**src/rtl/fibonacci_bcd_engine.sv**
```systemverilog
// Fibonacci engine: packed-BCD n in, packed-BCD fib(n) out, start/ready/done handshake.
// Latency from first BCD2BIN cycle: IN_DIGITS+n+1+W normal, IN_DIGITS+k+1 overflow, IN_DIGITS error.
// Backpressure: none; start_i only accepted while ready_o=1, other starts are dropped (no queue).
// Ports:
//   clk_i, reset_i         clock, asynchronous active-high reset
//   start_i, n_bcd_i       job request and packed-BCD iteration count (MSD in MSBs)
//   ready_o, done_o        idle indicator, one-cycle result-update pulse
//   bcd_o, overflow_o, error_o  held result and status of the last job
module fibonacci_bcd_engine #(
    parameter int IN_DIGITS  = 2,
    parameter int OUT_DIGITS = 4
) (
    input  logic                    clk_i,
    input  logic                    reset_i,
    input  logic                    start_i,
    input  logic [4*IN_DIGITS-1:0]  n_bcd_i,
    output logic                    ready_o,
    output logic                    done_o,
    output logic [4*OUT_DIGITS-1:0] bcd_o,
    output logic                    overflow_o,
    output logic                    error_o
);

    function automatic int unsigned pow10(input int d);
        int unsigned p;
        p = 1;
        for (int i = 0; i < d; i++) p = p * 10;
        return p;
    endfunction

    localparam int unsigned LIMIT = pow10(OUT_DIGITS) - 1;
    localparam int W  = $clog2(LIMIT + 1);
    localparam int NW = $clog2(pow10(IN_DIGITS));
    localparam int SW = $clog2(W + 1);
    localparam logic [W+1:0] LIMIT_V = (W+2)'(LIMIT);

    typedef enum logic [2:0] {S_IDLE, S_BCD2BIN, S_FIB, S_BIN2BCD, S_DONE} state_t;

    state_t                  r_state, w_next;
    logic [4*IN_DIGITS-1:0]  r_n;
    logic [NW-1:0]           r_acc, r_ctr;
    logic [W+1:0]            r_a, r_b;
    logic [W-1:0]            r_bin;
    logic [4*OUT_DIGITS-1:0] r_dd;
    logic [SW-1:0]           r_step;
    logic                    r_err;
    logic                    r_ready, r_done, r_ovf, r_errq;
    logic [4*OUT_DIGITS-1:0] r_bcd;

    logic [3:0]              w_digit;
    logic                    w_err_next;
    logic [NW+3:0]           w_mul;
    logic [NW-1:0]           w_acc_next;
    logic                    w_in_last, w_dd_last, w_fib_ovf, w_ctr_zero;
    logic [4*OUT_DIGITS-1:0] w_adj, w_dd_next;

    // Digits are consumed from the top nibble; r_n shifts left each cycle.
    always_comb begin
        w_digit    = r_n[4*IN_DIGITS-1 -: 4];
        w_err_next = r_err | (w_digit > 4'd9);
        w_mul      = (NW+4)'(r_acc) * (NW+4)'(10) + (NW+4)'(w_digit);
        w_acc_next = NW'(w_mul);
        w_in_last  = (r_step == SW'(IN_DIGITS - 1));
        w_dd_last  = (r_step == SW'(W - 1));
        w_fib_ovf  = (r_a > LIMIT_V);
        w_ctr_zero = (r_ctr == '0);
        w_adj      = r_dd;
        for (int i = 0; i < OUT_DIGITS; i++) begin
            if (r_dd[4*i +: 4] >= 4'd5) w_adj[4*i +: 4] = r_dd[4*i +: 4] + 4'd3;
        end
        // Top bit of the adjusted value falls off: the result always fits.
        w_dd_next = (4*OUT_DIGITS)'({w_adj, r_bin[W-1]});
    end

    always_comb begin
        w_next = r_state;
        case (r_state)
            S_IDLE:    if (start_i) w_next = S_BCD2BIN;
            S_BCD2BIN: if (w_in_last) w_next = w_err_next ? S_DONE : S_FIB;
            S_FIB: begin
                // Overflow check has priority so an early-out can't be masked by counter==0.
                if (w_fib_ovf)       w_next = S_DONE;
                else if (w_ctr_zero) w_next = S_BIN2BCD;
            end
            S_BIN2BCD: if (w_dd_last) w_next = S_DONE;
            S_DONE:    w_next = S_IDLE;
            default:   w_next = S_IDLE;
        endcase
    end

    always_ff @(posedge clk_i or posedge reset_i) begin
        if (reset_i) r_state <= S_IDLE;
        else         r_state <= w_next;
    end

    always_ff @(posedge clk_i or posedge reset_i) begin
        if (reset_i) begin
            r_n     <= '0;
            r_acc   <= '0;
            r_ctr   <= '0;
            r_a     <= '0;
            r_b     <= '0;
            r_bin   <= '0;
            r_dd    <= '0;
            r_step  <= '0;
            r_err   <= 1'b0;
            r_ready <= 1'b1;
            r_done  <= 1'b0;
            r_bcd   <= '0;
            r_ovf   <= 1'b0;
            r_errq  <= 1'b0;
        end else begin
            r_ready <= (w_next == S_IDLE);
            r_done  <= (w_next == S_DONE);
            case (r_state)
                S_IDLE: begin
                    if (start_i) begin
                        r_n    <= n_bcd_i;
                        r_acc  <= '0;
                        r_err  <= 1'b0;
                        r_step <= '0;
                    end
                end
                S_BCD2BIN: begin
                    r_acc  <= w_acc_next;
                    r_err  <= w_err_next;
                    r_n    <= r_n << 4;
                    r_step <= r_step + SW'(1);
                    if (w_in_last) begin
                        if (w_err_next) begin
                            r_errq <= 1'b1;
                            r_ovf  <= 1'b0;
                        end else begin
                            r_ctr <= w_acc_next;
                            r_a   <= '0;
                            r_b   <= (W+2)'(1);
                        end
                    end
                end
                S_FIB: begin
                    if (w_fib_ovf) begin
                        r_bcd  <= {OUT_DIGITS{4'h9}};
                        r_ovf  <= 1'b1;
                        r_errq <= 1'b0;
                    end else if (w_ctr_zero) begin
                        r_bin  <= r_a[W-1:0];
                        r_dd   <= '0;
                        r_step <= '0;
                    end else begin
                        r_a   <= r_b;
                        r_b   <= r_a + r_b;
                        r_ctr <= r_ctr - NW'(1);
                    end
                end
                S_BIN2BCD: begin
                    r_dd   <= w_dd_next;
                    r_bin  <= r_bin << 1;
                    r_step <= r_step + SW'(1);
                    if (w_dd_last) begin
                        r_bcd  <= w_dd_next;
                        r_ovf  <= 1'b0;
                        r_errq <= 1'b0;
                    end
                end
                default: ;
            endcase
        end
    end

    assign ready_o    = r_ready;
    assign done_o     = r_done;
    assign bcd_o      = r_bcd;
    assign overflow_o = r_ovf;
    assign error_o    = r_errq;

endmodule

```
**config.mk**
```make
export PLATFORM = sky130hd
export DESIGN_NAME = fibonacci_bcd_engine
export DESIGN_NICKNAME = d
export VERILOG_FILES = /design/src/rtl/fibonacci_bcd_engine.sv
export SDC_FILE = /design/constraint.sdc
export NUM_CORES = 1
export LEC_CHECK = 0
export ABC_CLOCK_PERIOD_IN_PS = 11700
export CORE_UTILIZATION = 60
export CTS_CLUSTER_SIZE = 20
export DETAILED_ROUTE_END_ITERATION = 10
export DONT_BUFFER_PORTS = 1
export PLACE_DENSITY = 0.86
export SETUP_SLACK_MARGIN = 0.2
export SYNTH_ARGS = -nofsm -noshare
export SYNTH_HDL_FRONTEND = slang
export SYNTH_SLANG_ARGS = --single-unit
```
**constraint.sdc**
```tcl
create_clock -name clk_i -period 11.7 [get_ports clk_i]
set_input_delay 2.925 -clock clk_i [delete_from_list [all_inputs] [get_ports clk_i]]
set_output_delay 2.925 -clock clk_i [all_outputs]
set_load 0.005 [all_outputs]
```
==> impl_metrics.py, run 1 <==
metrics = {
    "detailed_routing": {
        "via_count": 4415,
        "postRouteAntennaNets": 0,
        "dr.pass1.iters": 4,
        "drtIter0Drc": 227,
        "wl_um": 12100,
        "wl_per_cell_um": 16.7,
        "route.detailed.drc": 0,
        "vias_per_cell": 6.12,
    },
    "pwr": {
        "ir_worst_vdd_mv": 0.150,
        "comb_power_share_pct": 38.1,
        "power.switching_mw": 0.507,
        "powerDensity_nw_per_um2": 206,
        "p_leak_nw": 2.81,
        "seq_power_share_pct": 44.7,
        "p_clk_share_pct": 17.1,
        "p_int_mw": 0.752,
        "swShare_pct": 40.3,
    },
    "die": {
        "ios": 31,
        "dieArea_um2": 10200,
        "rows": 35,
        "core_area_um2": 9370,
        "die_h_um": 101,
        "die_x_um": 101,
        "start_util_pct": 62.6,
    },
    "synth": {
        "synth.most_common_cell": "dfrtp_1",
        "ys_seq_area_share_pct": 47.3,
        "synthesis.area_um2": 5870,
        "synth_area_leaders": "dfrtp_1 47%, ha_1 7.0%, a22o_1 5.1%",
        "synth_seq_cells": 111,
        "synth.largest_area_cell": "dfrtp_1",
        "synth_edf_count": 0,
        "synth.avg_cell_area_um2": 9.83,
        "syn_inst": 597,
        "ys_warn_count": 0,
        "syn_nets": 644,
        "synthArstFlopShare_pct": 100,
        "synth_cell_type_count": 56,
        "synth_top_area_share_pct": 46.9,
        "synth_commonest_cells": "110 x dfrtp_1, 72 x nand2_1, 49 x nor2_1, 40 x a21oi_1, 34 x a22o_1",
        "synthFlopType": "dfrtp_1",
    },
    "cts": {
        "cts_buffers": 9,
        "cts_tree": "built",
        "cts.sinks": 111,
        "hold_buffers": 0,
        "cts_resized": 0,
        "clockBufferDepth": 2,
        "clk_pin_slew_ns": 0.10,
        "htree_levels": 3,
        "clock_latency_ns": 0.38,
        "post_cts_buffers": 0,
        "cts-root-buf": "clkbuf_8",
    },
    "timing": {
        "worst_slew_margin_rel_pct": 21.1,
        "setup_viol": 0,
        "hold_violations": 0,
        "rsz0062_at_grt": "false",
        "worst_slack_ns": 7.86,
        "skew_ns": 0.0175,
        "final.setup.tns_ns": 0,
        "worstMarginPinSlew_ns": 1.18,
        "finalMaxSlewViolations": 0,
        "layout_worst_path_cycle_share_pct": 32.9,
        "finalCriticalPeriod_ns": 3.84,
        "max_freq_ghz": 0.260,
        "whs_ns": 0.495,
    },
    "flow_run": {
        "cap_violations": 0,
    },
    "placement": {
        "post_dp_cell_area_um2": 5940,
        "dp_hpwl_um": 8370,
        "port_buffers": 0,
        "place.gp.congestion": 0.853,
        "dp_slack_ns": 7.53,
    },
    "global_route": {
        "grt_usage_pct": 25.6,
        "grt_overflow": 0,
        "grt_pass1_wl_um": 20700,
        "grt_pass1_vias": 4407,
        "grt_max_degree": 76,
        "antenna_found_initial": 0,
    },
    "status": {
        "run_status": "finished clean",
    },
    "cells_and_area": {
        "area_growth_pct": 4.20,
        "num_antenna_cells": 0,
        "design_area_um2": 6120,
        "fin_nets": 634,
        "drive_above_1_share_pct": 6.08,
    },
    "worst_setup_path": {
        "cp.required_ns": 8.78,
        "startpoint_type": "flip-flop",
        "reg2reg_depth": 6,
        "worstSetupPathDepth": 0,
        "worstPathArrival_ns": 0.92,
        "setup.worst_path.end_class": "output port",
        "worstPathMaxFanout": 1,
        "path_class": "flip-flop to output port",
    },
    "hold_path": {
        "holdCritPathClass": "flip-flop to flip-flop",
        "holdPathStages": 2,
    },
}
==> stage by stage <==
stage	util, %	cells	total power, mW
2_1_floorplan	-	597	0.942
3_3_place_gp	63.4	705	1.01
3_5_place_dp	63.4	705	1.05
4_1_cts	65.3	721	1.26
5_1_grt	65.3	721	1.35
6_report	65.3	721	1.26
==> routing by layer <==
| metal | GRT usage, % | up-vias | part of all wire (%) |
|---|---|---|---|
| li1 | - | 2119 | - |
| met1 | 33.7 | 2168 | 46 |
| met2 | 42.7 | 110 | 49 |
| met3 | 4.79 | 18 | 3.8 |
| met4 | 8.70 | 0 | 1.6 |
| met5 | 0 | - | 0 |
==> cell usage in the layout, fill, tap and decap left out, types with 2 or more instances in the layout <==
cell type / count
xor2_1: 9
clkbuf_1: 2
a21o_1: 10
a32o_1: 4
nand2_1: 72
nor2_1: 49
and3_1: 3
dfrtp_1: 110
mux2i_1: 4
nor3_1: 5
ha_1: 33
nor2b_1: 2
buf_4: 4
o22ai_1: 7
a22o_1: 34
a21oi_1: 39
nor3b_1: 10
o211ai_1: 5
o21ai_1: 17
o21a_1: 3
o31ai_1: 10
a2bb2oi_1: 2
a31oi_1: 24
clkbuf_8: 10
fa_1: 3
xnor2_1: 14
mux2_2: 4
inv_1: 24
nand2b_1: 8
nand3_1: 9
or2_2: 2
o21ai_0: 25
nor4_1: 3
o21ai_2: 2
and2_1: 4
a211oi_1: 2
==> layout make-up <==
class	instances	area, µm²
clock buffers	12	145
clock inverters	4	30.0
fillers	750	3260
inverters	25	96.3
multi-input cells	436	2870
flip-flops and latches	111	2780
well taps	129	161
repair buffers	4	30.0
==> registers in the layout (all words and copies together) (netlist names) <==
signal	cells
r_ctr	7
r_acc	6
r_a	16
r_n	8
r_b	16
error_o	1
r_state	3
r_step	4
ready_o	1
overflow_o	1
r_bin	14
bcd_o	16
done_o	1
r_dd	16
r_err	1
==> power by group through the flow <==
stage / clock network (mW) / registers, mW / logic [mW]
after CTS: 0.218 / 0.560 / 0.480
after global routing: 0.235 / 0.576 / 0.535
after global placement: 0 / 0.562 / 0.447
final: 0.216 / 0.563 / 0.480
after floorplan: 0 / 0.535 / 0.407
after detailed placement: 0 / 0.567 / 0.478
==> cell families (layout without fill, tap and decap cells) <==
family	after synthesis	in the layout	share of synthesized area, %
flip-flops	111	111	47.3
AO/OA/AOI/OAI	192	192	21.7
multiplexers	8	8	1.45
AND/OR/NAND/NOR	177	177	14.1
buffers and inverters	50	45	3.92
adder cells (fa/ha/maj)	36	36	8.06
XOR/XNOR	23	23	3.43
==> worst paths after layout <==
check | startpoint | to | slack [ns]
min | r_bin[0] | r_bin[0] | 0.50
min in group asynchronous | reset_i | r_dd[15] | 2.41
max in group asynchronous | reset_i | r_ctr[4] | 7.99
min reg2reg | r_bin[0] | r_bin[0] | 0.50
max | ready_o | ready_o | 7.86
max reg2reg | r_state[0] | r_b[15] | 8.67
Note: power is estimated with default switching activity, not from simulation.
==> run 2, diff against run 1 <==
--- a/config.mk
+++ b/config.mk
@@ -5,8 +5,8 @@
 export SDC_FILE = /design/constraint.sdc
 export NUM_CORES = 1
 export LEC_CHECK = 0
-export ABC_CLOCK_PERIOD_IN_PS = 11700
-export CORE_UTILIZATION = 60
+export ABC_CLOCK_PERIOD_IN_PS = 3310
+export CORE_UTILIZATION = 58
 export CTS_CLUSTER_SIZE = 20
 export DETAILED_ROUTE_END_ITERATION = 10
 export DONT_BUFFER_PORTS = 1
==> constraint.sdc (replaced) <==
create_clock -name clk_i -period 3.31 [get_ports clk_i]
set_input_delay 0.8275 -clock clk_i [delete_from_list [all_inputs] [get_ports clk_i]]
set_output_delay 0.8275 -clock clk_i [all_outputs]
set_load 0.005 [all_outputs]
==> run 2 against run 1 <==
Sequential share of layout area decreased by 0.58 points. Cell area increased by 1.3%. Die area increased by 3.4%. Wire length increased by 2.2%. Via count increased by 2.5%. Non-clock buffer count increased by 7. Count of clock-buffer cells in the layout decreased by 2. Critical endpoint is now r_bin[3]. Largest cell class unchanged.
==> impl_metrics.py, run 2 (synthesized netlist as in run 1, its figures left out) <==
metrics = {
    "worst_setup_path": {
        "reg2reg_from": "r_ctr[0]",
        "crit_chain": "inv_1, ha_1, nor3b_2, and3b_1, o21ai_1, a21oi_2, buf_4, nor2_1, a31oi_1",
        "slowest_stage": "a21oi_2",
        "cp.required_ns": 3.61,
        "rrSetupSlack_ns": 0.63,
        "cp_top_family": "compound AO/OA/AOI/OAI gates",
        "crit_buf_inv": 2,
        "r2r_end": "r_bin[3]",
        "startpoint_type": "flip-flop",
        "slowest_delay_ns": 0.53,
        "setup.worst_path.end_class": "flip-flop",
        "worstPathArrival_ns": 2.97,
        "worstPathMaxFanout": 26,
        "path_class": "flip-flop to flip-flop",
        "reg2reg_depth": 9,
    },
    "flow_run": {
        "cap_violations": 0,
    },
    "detailed_routing": {
        "wl_um": 12300,
        "postRouteAntennaNets": 0,
        "drtIter0Drc": 248,
        "vias_per_cell": 6.18,
        "wl_per_cell_um": 16.8,
        "route.detailed.drc": 0,
        "dr.pass1.iters": 5,
        "via_count": 4527,
    },
    "cells_and_area": {
        "layout_common_cells": "110 x dfrtp_1, 72 x nand2_1, 49 x nor2_1",
        "drive_above_1_share_pct": 7.35,
        "area_growth_pct": 5.54,
        "layout.cells.non_filler": 732,
        "fillCellCount": 789,
        "layout_commonest_cell": "dfrtp_1",
        "fin_nets": 641,
        "ff_latch_area_um2": 2780,
        "num_antenna_cells": 0,
        "multi_input_area_um2": 2880,
        "design_area_um2": 6190,
    },
    "timing": {
        "setup_viol": 0,
        "skew_ns": 0.0119,
        "finalCriticalPeriod_ns": 2.68,
        "whs_ns": 0.460,
        "max_freq_ghz": 0.374,
        "layout_worst_path_cycle_share_pct": 80.9,
        "finalMaxSlewViolations": 0,
        "worst_slack_ns": 0.633,
        "hold_violations": 0,
        "final.setup.tns_ns": 0,
        "worstMarginPinSlew_ns": 0.831,
        "worst_slew_margin_rel_pct": 44.5,
        "rsz0062_at_grt": "false",
    },
    "status": {
        "run_status": "finished clean",
    },
    "global_route": {
        "gr-usage-met1_pct": 32.2,
        "grt_max_degree": 54,
        "grt_overflow": 0,
        "grt_pass1_vias": 4431,
        "use_met3_pct": 4.75,
        "antenna_found_initial": 0,
        "busiest_layer": "met2",
        "grt_pass1_wl_um": 20700,
        "grt_usage_pct": 25.1,
        "use_met2_pct": 42.3,
    },
    "cts": {
        "hold_buffers": 0,
        "clockBufferDepth": 2,
        "clk_pin_slew_ns": 0.11,
        "htree_levels": 3,
        "cts_buffers": 9,
        "cts.sinks": 111,
        "cts-root-buf": "clkbuf_8",
        "cts_tree": "built",
        "clock_latency_ns": 0.38,
    },
    "pwr": {
        "p_leak_nw": 2.83,
        "powerDensity_nw_per_um2": 729,
        "ir_worst_vdd_mv": 0.424,
    },
    "placement": {
        "port_buffers": 0,
        "dp.cells": 716,
        "dp_hpwl_um": 8730,
        "place.gp.congestion": 0.912,
        "post_dp_cell_area_um2": 6010,
        "dp_slack_ns": 0.502,
    },
    "die": {
        "ios": 31,
        "rows": 36,
        "die_x_um": 103,
        "core_area_um2": 9770,
        "die_h_um": 103,
        "start_util_pct": 60.0,
        "dieArea_um2": 10500,
    },
    "hold_path": {
        "holdCritPathClass": "primary input to async pin",
    },
}
==> run 2: cell types whose count changed in the layout (fill, tap and decap cells not counted), sizes merged <==
cell,before,now
clkbuf,12,10
clkinvlp,1,5
buf,4,11
clkinv,2,1
inv,26,25
==> run 2: final cells by class <==
| type | count | share of cell area, % |
|---|---|---|
| Multi-Input combinational cell | 436 | 46.5 |
| Sequential cell | 111 | 44.9 |
| Tap cell | 133 | 2.69 |
| Clock buffer | 10 | 2.06 |
| Inverter | 25 | 1.58 |
| Timing Repair Buffer | 11 | 1.54 |
| Clock inverter | 6 | 0.768 |
==> run 2: where the power goes <==
| part | switching, mW | internal [mW] |
|---|---|---|
| combinational | 1.05 | 0.726 |
| sequential | 0.312 | 1.68 |
| clock | 0.475 | 0.278 |
==> run 2: per-stage QoR <==
stage | total power, mW | utilization (%)
floorplan | 3.33 | -
global placement | 3.62 | 61.5
detailed placement | 3.75 | 61.5
CTS | 4.50 | 63.3
global route | 4.84 | 63.4
finish | 4.52 | 63.4
==> run 2: worst max path at each step <==
stage	start	to	slack [ns]	depth (start not counted)
floorplan	reset_i	bcd_o[0]	1.14	1
global placement	r_ctr[0]	r_ctr[5]	0.68	9
detailed placement	r_ctr[0]	r_ctr[5]	0.50	9
CTS	r_ctr[0]	r_ctr[3]	0.46	9
global route	r_ctr[0]	r_ctr[3]	0.42	9
finish	r_ctr[0]	r_bin[3]	0.63	9
==> run 2: routing by layer <==
metal,up-vias,wire length [µm]
met5,-,0
met4,0,242
met3,19,584
met2,124,6050
met1,2250,5450
li1,2134,-
==> run 2: what timing repair did <==
action / in CTS / in global routing
buffers inserted: 0 / 0
gates resized for setup: 0 / 1
setup endpoints to repair: 0 / 1
==> run 2: worst reg2reg max path: stages, from the launching register on <==
cell and delay, ns:
dfrtp_1 0.38, inv_1 0.10, ha_1 0.20, nor3b_2 0.30, and3b_1 0.36, o21ai_1 0.12, a21oi_2 0.53, buf_4 0.38
nor2_1 0.08, a31oi_1 0.16
==> run 3, diff against run 2 <==
--- a/config.mk
+++ b/config.mk
@@ -5,8 +5,8 @@
 export SDC_FILE = /design/constraint.sdc
 export NUM_CORES = 1
 export LEC_CHECK = 0
-export ABC_CLOCK_PERIOD_IN_PS = 3310
-export CORE_UTILIZATION = 58
+export ABC_CLOCK_PERIOD_IN_PS = 2490
+export CORE_UTILIZATION = 60
 export CTS_CLUSTER_SIZE = 20
 export DETAILED_ROUTE_END_ITERATION = 10
 export DONT_BUFFER_PORTS = 1
==> constraint.sdc (replaced) <==
create_clock -name clk_i -period 2.49 [get_ports clk_i]
set_input_delay 0.6225 -clock clk_i [delete_from_list [all_inputs] [get_ports clk_i]]
set_output_delay 0.6225 -clock clk_i [all_outputs]
set_load 0.005 [all_outputs]
==> run 3 against run 2 <==
Wire length down 2.8%. Worst hold slack worse by 0.25 ns. Core utilization rose by 4.3 points. Cell area grew 2.4%. Clock skew about the same. Count of clock-buffer cells in the layout decreased by 1. Global-route usage is 0.14 points higher. Highest routed layer unchanged. First-iteration DRC count grew 32%. Power increased by 38%. Cell count rose by 0.27%.
==> impl_metrics.py, run 3 (synthesized netlist as in run 1, its figures left out) <==
metrics = {
    "worst_setup_path": {
        "worstPathArrival_ns": 2.46,
        "worstPathMaxFanout": 4,
        "slowest_stage": "dfrtp_1",
        "slowest_delay_ns": 0.42,
        "path_class": "flip-flop to flip-flop",
        "cp.required_ns": 2.76,
        "startpoint_type": "flip-flop",
        "crit_chain": "ha_1, fa_2, a21oi_2, o211ai_1, o2111ai_2, a41oi_2, xor2_1, a22o_1",
        "setup.worst_path.end_class": "flip-flop",
        "reg2reg_depth": 8,
    },
    "timing": {
        "setup_viol": 0,
        "finalMaxSlewViolations": 0,
        "worst_slack_ns": 0.303,
        "worstMarginPinSlew_ns": 0.704,
        "max_freq_ghz": 0.457,
        "hold_violations": 0,
        "finalCriticalPeriod_ns": 2.19,
        "layout_worst_path_cycle_share_pct": 87.8,
        "worst_slew_margin_rel_pct": 52.9,
        "final.setup.tns_ns": 0,
        "rsz0062_at_grt": "true",
        "skew_ns": 0.0115,
    },
    "pwr": {
        "ir_worst_vdd_mv": 0.688,
        "p_leak_nw": 2.91,
        "powerDensity_nw_per_um2": 980,
    },
    "detailed_routing": {
        "via_count": 4533,
        "postRouteAntennaNets": 0,
        "dr.pass1.iters": 5,
        "wl_um": 12000,
        "wl_per_cell_um": 16.3,
        "route.detailed.drc": 0,
        "drtIter0Drc": 327,
        "vias_per_cell": 6.18,
    },
    "cells_and_area": {
        "layout_commonest_cell": "dfrtp_1",
        "fin_nets": 647,
        "num_antenna_cells": 0,
        "layout.cells.non_filler": 734,
        "area_growth_pct": 8.04,
        "layout_common_cells": "109 x dfrtp_1, 72 x nand2_1, 49 x nor2_1",
        "design_area_um2": 6340,
        "drive_above_1_share_pct": 10.2,
    },
    "cts": {
        "clockBufferDepth": 2,
        "cts_buffers": 9,
        "htree_levels": 3,
        "clock_latency_ns": 0.38,
        "cts-root-buf": "clkbuf_8",
        "cts.sinks": 111,
        "hold_buffers": 0,
        "cts_tree": "built",
        "clk_pin_slew_ns": 0.11,
    },
    "global_route": {
        "grt_pass1_vias": 4384,
        "grt_pass1_wl_um": 20300,
        "grt_max_degree": 69,
        "grt_overflow": 0,
        "antenna_found_initial": 0,
        "grt_usage_pct": 25.2,
    },
    "placement": {
        "dp.cells": 716,
        "port_buffers": 0,
        "place.gp.congestion": 0.913,
        "dp_hpwl_um": 8390,
        "post_dp_cell_area_um2": 6060,
        "dp_slack_ns": 0.191,
    },
    "die": {
        "ios": 31,
        "start_util_pct": 62.6,
        "dieArea_um2": 10200,
        "rows": 35,
        "die_h_um": 101,
        "core_area_um2": 9370,
        "die_x_um": 101,
    },
    "hold_path": {
        "holdCritPathClass": "primary input to async pin",
    },
    "flow_run": {
        "cap_violations": 0,
    },
    "status": {
        "run_status": "finished clean",
    },
}
run 3: cell types whose count changed in the layout (fill, tap and decap cells not counted), sizes merged:
cell | before | now
inv | 25 | 28
bufinv | 0 | 1
clkbuf | 10 | 9
clkinv | 1 | 2
clkinvlp | 5 | 1
buf | 11 | 17
run 3: layout make-up:
cell class                      count  area [µm²]
Inverter                           25        97.6
Clock buffer                        9         124
Multi-Input combinational cell    436        2930
Sequential cell                   111        2780
Fill cell                         719        3030
Tap cell                          129         161
Clock inverter                      7        85.1
Timing Repair Buffer               17         165
run 3: per-stage QoR:
step	hold slack (ns)	util, %	power (mW)
after global placement	0.453	64.7	4.87
after CTS	0.215	67.0	6.18
after floorplan	0.439	-	4.43
after detailed placement	0.471	64.7	5.04
final	0.206	67.7	6.22
after global routing	0.243	67.7	6.65
run 3: critical path, delay by kind of cell (launching register included):
family                     cells  cell delay, ns
AOI/OAI and AO/OA              5            0.89
xor gates and xnor gates       1            0.17
adders and majority gates      2            0.62
DFF                            1            0.42
run 3: what timing repair did:
item,in CTS,in global routing
endpoints found under the setup margin,4,36
pin swaps,0,1
endpoints found under the hold margin,0,0
buffers inserted,0,2
resized for setup,2,10
run 3: where the power goes:
part           total, mW  switching [mW]  leakage, nW  internal (mW)
logic               2.47            1.43         1.32           1.04
clock network       1.13           0.643        0.107          0.487
registers           2.62           0.391         1.47           2.23
run 3: worst paths after layout:
path                                 start       end  slack [ns]
min in group clk_i              n_bcd_i[1]    r_n[1]        0.38
worst max-delay path                r_a[0]   r_b[12]        0.30
worst min register to register    r_bin[0]  r_bin[0]        0.50
worst max register to register      r_a[0]   r_b[12]        0.30
max in group asynchronous          reset_i  r_acc[1]        1.79
worst min-delay path               reset_i  r_dd[13]        0.21
run 3: metal layers:
metal	global-route usage, %	up-vias	part of all wire [%]
met2	42.6	106	50
met3	3.40	19	3.9
met4	9.59	0	1.8
met5	0	-	0
met1	33.2	2262	44
li1	-	2146	-
